--- config.mk ---
export PLATFORM = sky130hd
export DESIGN_NAME = grb_frame_source_flat
export DESIGN_NICKNAME = d
export VERILOG_FILES = /design/src/rtl/grb_frame_source_if.sv /design/src/rtl/grb_frame_source.sv /design/src/flat_wrapper.sv
export SDC_FILE = /design/constraint.sdc
export NUM_CORES = 1
export LEC_CHECK = 0
export ABC_AREA = 1
export CORE_MARGIN = 1.5
export CORE_UTILIZATION = 61
export CTS_BUF_LIST = sky130_fd_sc_hd__clkbuf_8 sky130_fd_sc_hd__clkbuf_16
export DETAILED_ROUTE_END_ITERATION = 6
export PLACE_DENSITY_LB_ADDON = 0.2
export SLEW_MARGIN = 25
export SYNTH_ARGS = -nofsm -noshare
export SYNTH_HDL_FRONTEND = slang
export SYNTH_SLANG_ARGS = --single-unit
--- constraint.sdc ---
create_clock -name clk -period 3.1 [get_ports clk]
set_clock_uncertainty 0.05 [all_clocks]
set_input_delay 0.31 -clock clk [delete_from_list [all_inputs] [get_ports clk]]
set_output_delay 0.31 -clock clk [all_outputs]
set_load 0.02 [all_outputs]
--- src/rtl/grb_frame_source_if.sv ---
// -----------------------------------------------------------------------------
// grb_frame_source_if
// Bundles the signals of grb_frame_source apart from clk and reset:
//   write port    : wr_en, wr_addr, wr_grb      (fills the back bank)
//   frame control : num_leds, start, busy, frame_done
//   pixel stream  : grb_out, grb_valid, grb_ready, led_index (valid/ready)
// Modports:
//   master : the frame source (drives pixels and status)
//   slave  : the writer / consumer side (drives writes, start and grb_ready)
// -----------------------------------------------------------------------------
interface grb_frame_source_if #(
    parameter int IDXW = 3
);
    logic            wr_en;
    logic [IDXW-1:0] wr_addr;
    logic [23:0]     wr_grb;
    logic [IDXW:0]   num_leds;
    logic            start;
    logic [23:0]     grb_out;
    logic            grb_valid;
    logic            grb_ready;
    logic [IDXW-1:0] led_index;
    logic            busy;
    logic            frame_done;

    modport master (
        input  wr_en, wr_addr, wr_grb, num_leds, start, grb_ready,
        output grb_out, grb_valid, led_index, busy, frame_done
    );

    modport slave (
        output wr_en, wr_addr, wr_grb, num_leds, start, grb_ready,
        input  grb_out, grb_valid, led_index, busy, frame_done
    );
endinterface

--- src/rtl/grb_frame_source.sv ---
// -----------------------------------------------------------------------------
// grb_frame_source
// Double-buffered pixel source for the WS2812B driver chain. Two banks of
// MAX_LEDS GRB words: the writer fills the back bank while the front bank is
// streamed one word per LED over a valid/ready handshake. A start request
// swaps the banks and sends min(num_leds, MAX_LEDS) pixels.
// Ports:
//   clk   : system clock (100 MHz)
//   reset : synchronous, active-high; clears state, outputs and both banks
//   bus   : grb_frame_source_if.master (write port, frame control, pixels)
// -----------------------------------------------------------------------------
module grb_frame_source #(
    parameter int MAX_LEDS = 8,
    parameter int IDXW     = 3
) (
    input  logic               clk,
    input  logic               reset,
    grb_frame_source_if.master bus
);
    typedef enum logic [1:0] {IDLE, FETCH, OFFER, DONE} stateE;

    localparam logic [IDXW:0] MAX_COUNT = (IDXW + 1)'(MAX_LEDS);
    localparam logic [IDXW:0] ONE       = (IDXW + 1)'(1);

    stateE           state;
    logic            bankSel;      // front bank; the back bank is !bankSel
    logic [IDXW:0]   idx;          // one bit wider than the address
    logic [IDXW:0]   nLat;         // pixel count latched at start
    logic [23:0]     mem [2][MAX_LEDS];

    logic [23:0]     grbOut;
    logic            grbValid;
    logic [IDXW-1:0] ledIndex;
    logic            busy;
    logic            frameDone;

    assign bus.grb_out    = grbOut;
    assign bus.grb_valid  = grbValid;
    assign bus.led_index  = ledIndex;
    assign bus.busy       = busy;
    assign bus.frame_done = frameDone;

    // NOTE: all state here is sequential, so every assignment in this block
    // is non-blocking; reads of bankSel/idx see the pre-edge values.
    always_ff @(posedge clk) begin
        if (reset) begin
            state     <= IDLE;
            bankSel   <= 1'b0;
            idx       <= '0;
            nLat      <= '0;
            grbOut    <= '0;
            grbValid  <= 1'b0;
            ledIndex  <= '0;
            busy      <= 1'b0;
            frameDone <= 1'b0;
            // NOTE: both banks must read back as zero after reset, so the
            // storage is built from resettable flops rather than a RAM macro.
            for (int b = 0; b < 2; b++) begin
                for (int w = 0; w < MAX_LEDS; w++) begin
                    mem[b][w] <= '0;
                end
            end
        end else begin
            // Writes always target the pre-edge back bank. On the edge that
            // accepts a start this is the bank that becomes front, so the
            // word is part of the frame about to be sent.
            if (bus.wr_en) begin
                mem[!bankSel][bus.wr_addr] <= bus.wr_grb;
            end

            case (state)
                IDLE: begin
                    // A start with num_leds==0 is dropped without a swap.
                    if (bus.start && (bus.num_leds != '0)) begin
                        bankSel <= !bankSel;
                        nLat    <= (bus.num_leds > MAX_COUNT) ? MAX_COUNT
                                                              : bus.num_leds;
                        idx     <= '0;
                        busy    <= 1'b1;
                        state   <= FETCH;
                    end
                end

                FETCH: begin
                    grbOut   <= mem[bankSel][idx[IDXW-1:0]];
                    ledIndex <= idx[IDXW-1:0];
                    grbValid <= 1'b1;
                    state    <= OFFER;
                end

                OFFER: begin
                    if (grbValid && bus.grb_ready) begin
                        grbValid <= 1'b0;
                        if (idx == nLat - ONE) begin
                            frameDone <= 1'b1;
                            state     <= DONE;
                        end else begin
                            idx   <= idx + ONE;
                            state <= FETCH;
                        end
                    end
                end

                DONE: begin
                    frameDone <= 1'b0;
                    busy      <= 1'b0;
                    state     <= IDLE;
                end

                default: state <= IDLE;
            endcase
        end
    end
endmodule
--- src/flat_wrapper.sv ---
// flat-port wrapper written by rule: the top's interface ports become plain ports
module grb_frame_source_flat 
#(
    parameter int MAX_LEDS = 8,
    parameter int IDXW     = 3
)
  (clk, reset, bus_wr_en, bus_wr_addr, bus_wr_grb, bus_num_leds, bus_start, bus_grb_ready, bus_grb_out, bus_grb_valid, bus_led_index, bus_busy, bus_frame_done);
  grb_frame_source_if #(.IDXW(IDXW)) bus_i ();
  input  logic clk;
  input  logic reset;
  input wire logic [$bits(bus_i.wr_en)-1:0] bus_wr_en;
  input wire logic [$bits(bus_i.wr_addr)-1:0] bus_wr_addr;
  input wire logic [$bits(bus_i.wr_grb)-1:0] bus_wr_grb;
  input wire logic [$bits(bus_i.num_leds)-1:0] bus_num_leds;
  input wire logic [$bits(bus_i.start)-1:0] bus_start;
  input wire logic [$bits(bus_i.grb_ready)-1:0] bus_grb_ready;
  output wire logic [$bits(bus_i.grb_out)-1:0] bus_grb_out;
  output wire logic [$bits(bus_i.grb_valid)-1:0] bus_grb_valid;
  output wire logic [$bits(bus_i.led_index)-1:0] bus_led_index;
  output wire logic [$bits(bus_i.busy)-1:0] bus_busy;
  output wire logic [$bits(bus_i.frame_done)-1:0] bus_frame_done;
  assign bus_i.wr_en = bus_wr_en;
  assign bus_i.wr_addr = bus_wr_addr;
  assign bus_i.wr_grb = bus_wr_grb;
  assign bus_i.num_leds = bus_num_leds;
  assign bus_i.start = bus_start;
  assign bus_i.grb_ready = bus_grb_ready;
  assign bus_grb_out = bus_i.grb_out;
  assign bus_grb_valid = bus_i.grb_valid;
  assign bus_led_index = bus_i.led_index;
  assign bus_busy = bus_i.busy;
  assign bus_frame_done = bus_i.frame_done;
  grb_frame_source #(.MAX_LEDS(MAX_LEDS), .IDXW(IDXW)) u_core (.clk(clk), .reset(reset), .bus(bus_i));
endmodule
==> impl_metrics.toml <==
[critical_path]
reg2reg_depth = 5
critPathTopFamily = "simple AND/OR/NAND/NOR gates"
cp.required_ns = 3.51
crit_path_end_kind = "flip-flop"
path_buf_inv = 2
cpMostUsedCell = "a21oi_1"
crit_type = "reg2reg"
cp.depth = 5
crit_start = "u_core.idx[2]$_SDFFE_PP0P_"
worst-path-max-fanout = 14
rr_startpoint = "u_core.idx[2]$_SDFFE_PP0P_"
cp-start-kind = "flip-flop"
crit_slowest_cell = "nor2_2"
arrival_ns = 2.65
crit_path_max_incr_delay_ns = 0.69
crit_chain = "inv_2, nor2_2, buf_4, a21oi_1, a21oi_1"

[die]
initial_utilization = 0.623
die_x_um = 175
row_count = 62
dieArea_mm2 = 0.0305
io_pins = 66
coreArea_mm2 = 0.0289
die_h_um = 175

[place]
place_ws_ns = 0.387
place.gp.congestion = 0.869
io_buffers = 65
place_hpwl_um = 27900

[clocking]
htree_levels = 2
tritoncts = "built"
clk_latency_ns = 0.54
clock_path_buffers = 3
root_buffer = "clkbuf_16"
numCtsBuffers = 42
cts_setup_buffers = 0
cts_num_sinks = 426
path_clk_slew_ns = 0.06
cts_hold_buf = 0
ctsResizeCount = 0

[global_route]
antenna_found_initial = 0
grt-ovfl-total = 0
gr-usage-all-layers = 0.322
grt_pass1_wl_um = 73900
grt_max_degree = 163
grt_pass1_vias = 12800

[logic_synthesis]
synth_area_leaders = "edfxtp_1 (64%), nor2_1 (9.4%), dfxtp_1 (4.7%), o21ai_0 (4.5%), nand2_1 (3.5%)"
synthesis.nets = 1693
syn_avg_cell_area_um2 = 10.9
ys_seq_area_frac = 0.688
synthCells = 1655
netlist_top_cells_count = "nor2_1 (448), edfxtp_1 (384), nand2_1 (166)"
synth_area_leader_cell = "edfxtp_1"
synth_top_family_by_area = "simple AND/OR/NAND/NOR gates"
synth_compound_area_frac = 0.0952
async_reset_ff_frac = 0
synth.most_common_cell = "nor2_1"
synth_edf_count = 384
ys.flop_type = "edfxtp_1"
synth_top_area_frac = 0.641
yosys.area_share.simple = 0.169
synthAdderAreaFrac = 0.00139
synth_cell_type_count = 29
synth.area.mux_share = 0
synth-xor-area-share = 0.00195
ys_ff_latch = 426
netlist_area_mm2 = 0.0180
ys_warn_count = 0

[routing]
drt_iter0_markers = 1936
drtAntennaViolNets = 0
wl_per_cell_um = 23.0
drc_errors = 0
vias = 13200
viasPerCell = 6.23
drt_pre_antenna_iters = 6
wirelength_um = 48900

[power]
seqPwrFrac = 0.510
swShare = 0.235
p_per_area_mw_per_mm2 = 638
intPower_uw = 10000
leakage_uw = 0.00766
switching_power_uw = 3080
ir_worst_vdd_v = 0.000470
p_comb_frac = 0.094
power_frac_clock = 0.396

[cells_and_area]
layout-drive-gt1-share = 0.0770
fin_nets = 1745
antennaDiodeCount = 0
nFillCells = 2002
synthToLayoutAreaGrowth_pct = 14.1

[sta]
holdWs_ns = 0.354
fin_crit_sh = 0.721
hold_violations = 0
tightest_slew_ns = 1.03
rsz0062_at_grt = "false"
max-slew-margin-rel = 0.310
period_needed_ns = 2.23
fmax_mhz = 447
setup_tns_ns = 0
maxSlewViolCount = 0
setup_ws_ns = 0.865
setup_violations = 0

[hold_path]
min_from = "bus_num_leds[0]"
hold_path_depth = 3
hp-class = "in2reg"

[status]
status = "complete, no violations"

[flow_run]
cap_viol_max_count = 0
[registers in the layout, summed over array words and instances (netlist names), named ones only]
name	count
u_core.bankSel	1
u_core.bus.led_index	3
u_core.bus.grb_out	24
u_core.nLat	4
u_core.bus.grb_valid	1
u_core.idx	4
u_core.state	2
u_core.bus.frame_done	1
u_core.mem	384
u_core.bus.busy	1
[area by class of cell]
cell class | count | area, um^2 | area share
sequential | 426 | 12400 | 0.604
tap | 384 | 480 | 0.0234
multi-input combinational | 1071 | 4870 | 0.238
timing repair buffer | 118 | 1170 | 0.0572
clock inverter | 31 | 260 | 0.0127
inverter | 48 | 183 | 0.00891
clock buffer | 47 | 1150 | 0.0563
[through the flow]
step	total power, uW	instances	util	cell area (um^2)
2_1_floorplan	7520	1655	-	18000
3_3_place_gp	7960	2047	0.662	19100
3_5_place_dp	7990	2047	0.662	19100
4_1_cts	13100	2125	0.711	20500
5_1_grt	13400	2125	0.711	20500
6_report	13100	2125	0.711	20500
[path summary, 6_finish.rpt]
| check | endpoint | slack, ns |
|---|---|---|
| hold reg to reg | u_core.bus.frame_done$_SDFFE_PP0P_ | 0.42 |
| hold / removal | u_core.nLat[0]$_SDFFE_PP0P_ | 0.35 |
| setup reg to reg | u_core.bus.grb_out[13]$_SDFFE_PP0P_ | 0.87 |
| setup / recovery | u_core.bus.grb_out[13]$_SDFFE_PP0P_ | 0.87 |
[layout by cell type, fill, tap and decap left out, drive strengths merged]
cell type / count
a211oi: 1
a21oi: 62
buf: 53
bufinv: 5
clkbuf: 47
clkdlybuf4s50: 65
clkinv: 34
clkinvlp: 2
dfxtp: 42
edfxtp: 384
ha: 2
inv: 38
nand2: 169
nand3: 104
nand4: 5
nor2: 452
nor3: 24
o211ai: 48
o21ai: 177
o22ai: 23
xnor2: 2
xor2: 2
[power by group through the flow]
| stage | Sequential (uW) | Combinational (uW) | Clock, uW |
|---|---|---|---|
| detailed placement | 6790 | 1200 | 0 |
| global placement | 6780 | 1170 | 0 |
| CTS | 6670 | 1210 | 5200 |
| global route | 6700 | 1320 | 5410 |
| finish | 6680 | 1230 | 5190 |
| floorplan | 6800 | 720 | 0 |
[worst reg2reg max path, stage by stage, from the launching register on]
cell and delay (ns):
dfxtp_1 0.44, inv_2 0.24, nor2_2 0.69, buf_4 0.41, a21oi_1 0.17, a21oi_1 0.17
[cells by family after synthesis]
group	Yosys count
AND/OR/NAND/NOR	754
adder cells (fa/ha/maj)	2
XOR/XNOR	4
AO/OA/AOI/OAI	311
flip-flops	426
buffers and inverters	158
[metal layers]
layer | part of all wire | vias to the layer above | global-route usage
li1 | - | 5892 | -
met1 | 0.38 | 6327 | 0.444
met2 | 0.48 | 906 | 0.520
met3 | 0.11 | 119 | 0.0509
met4 | 0.036 | 0 | 0.124
met5 | 0 | - | 0
(Power assumes the default switching activity.)
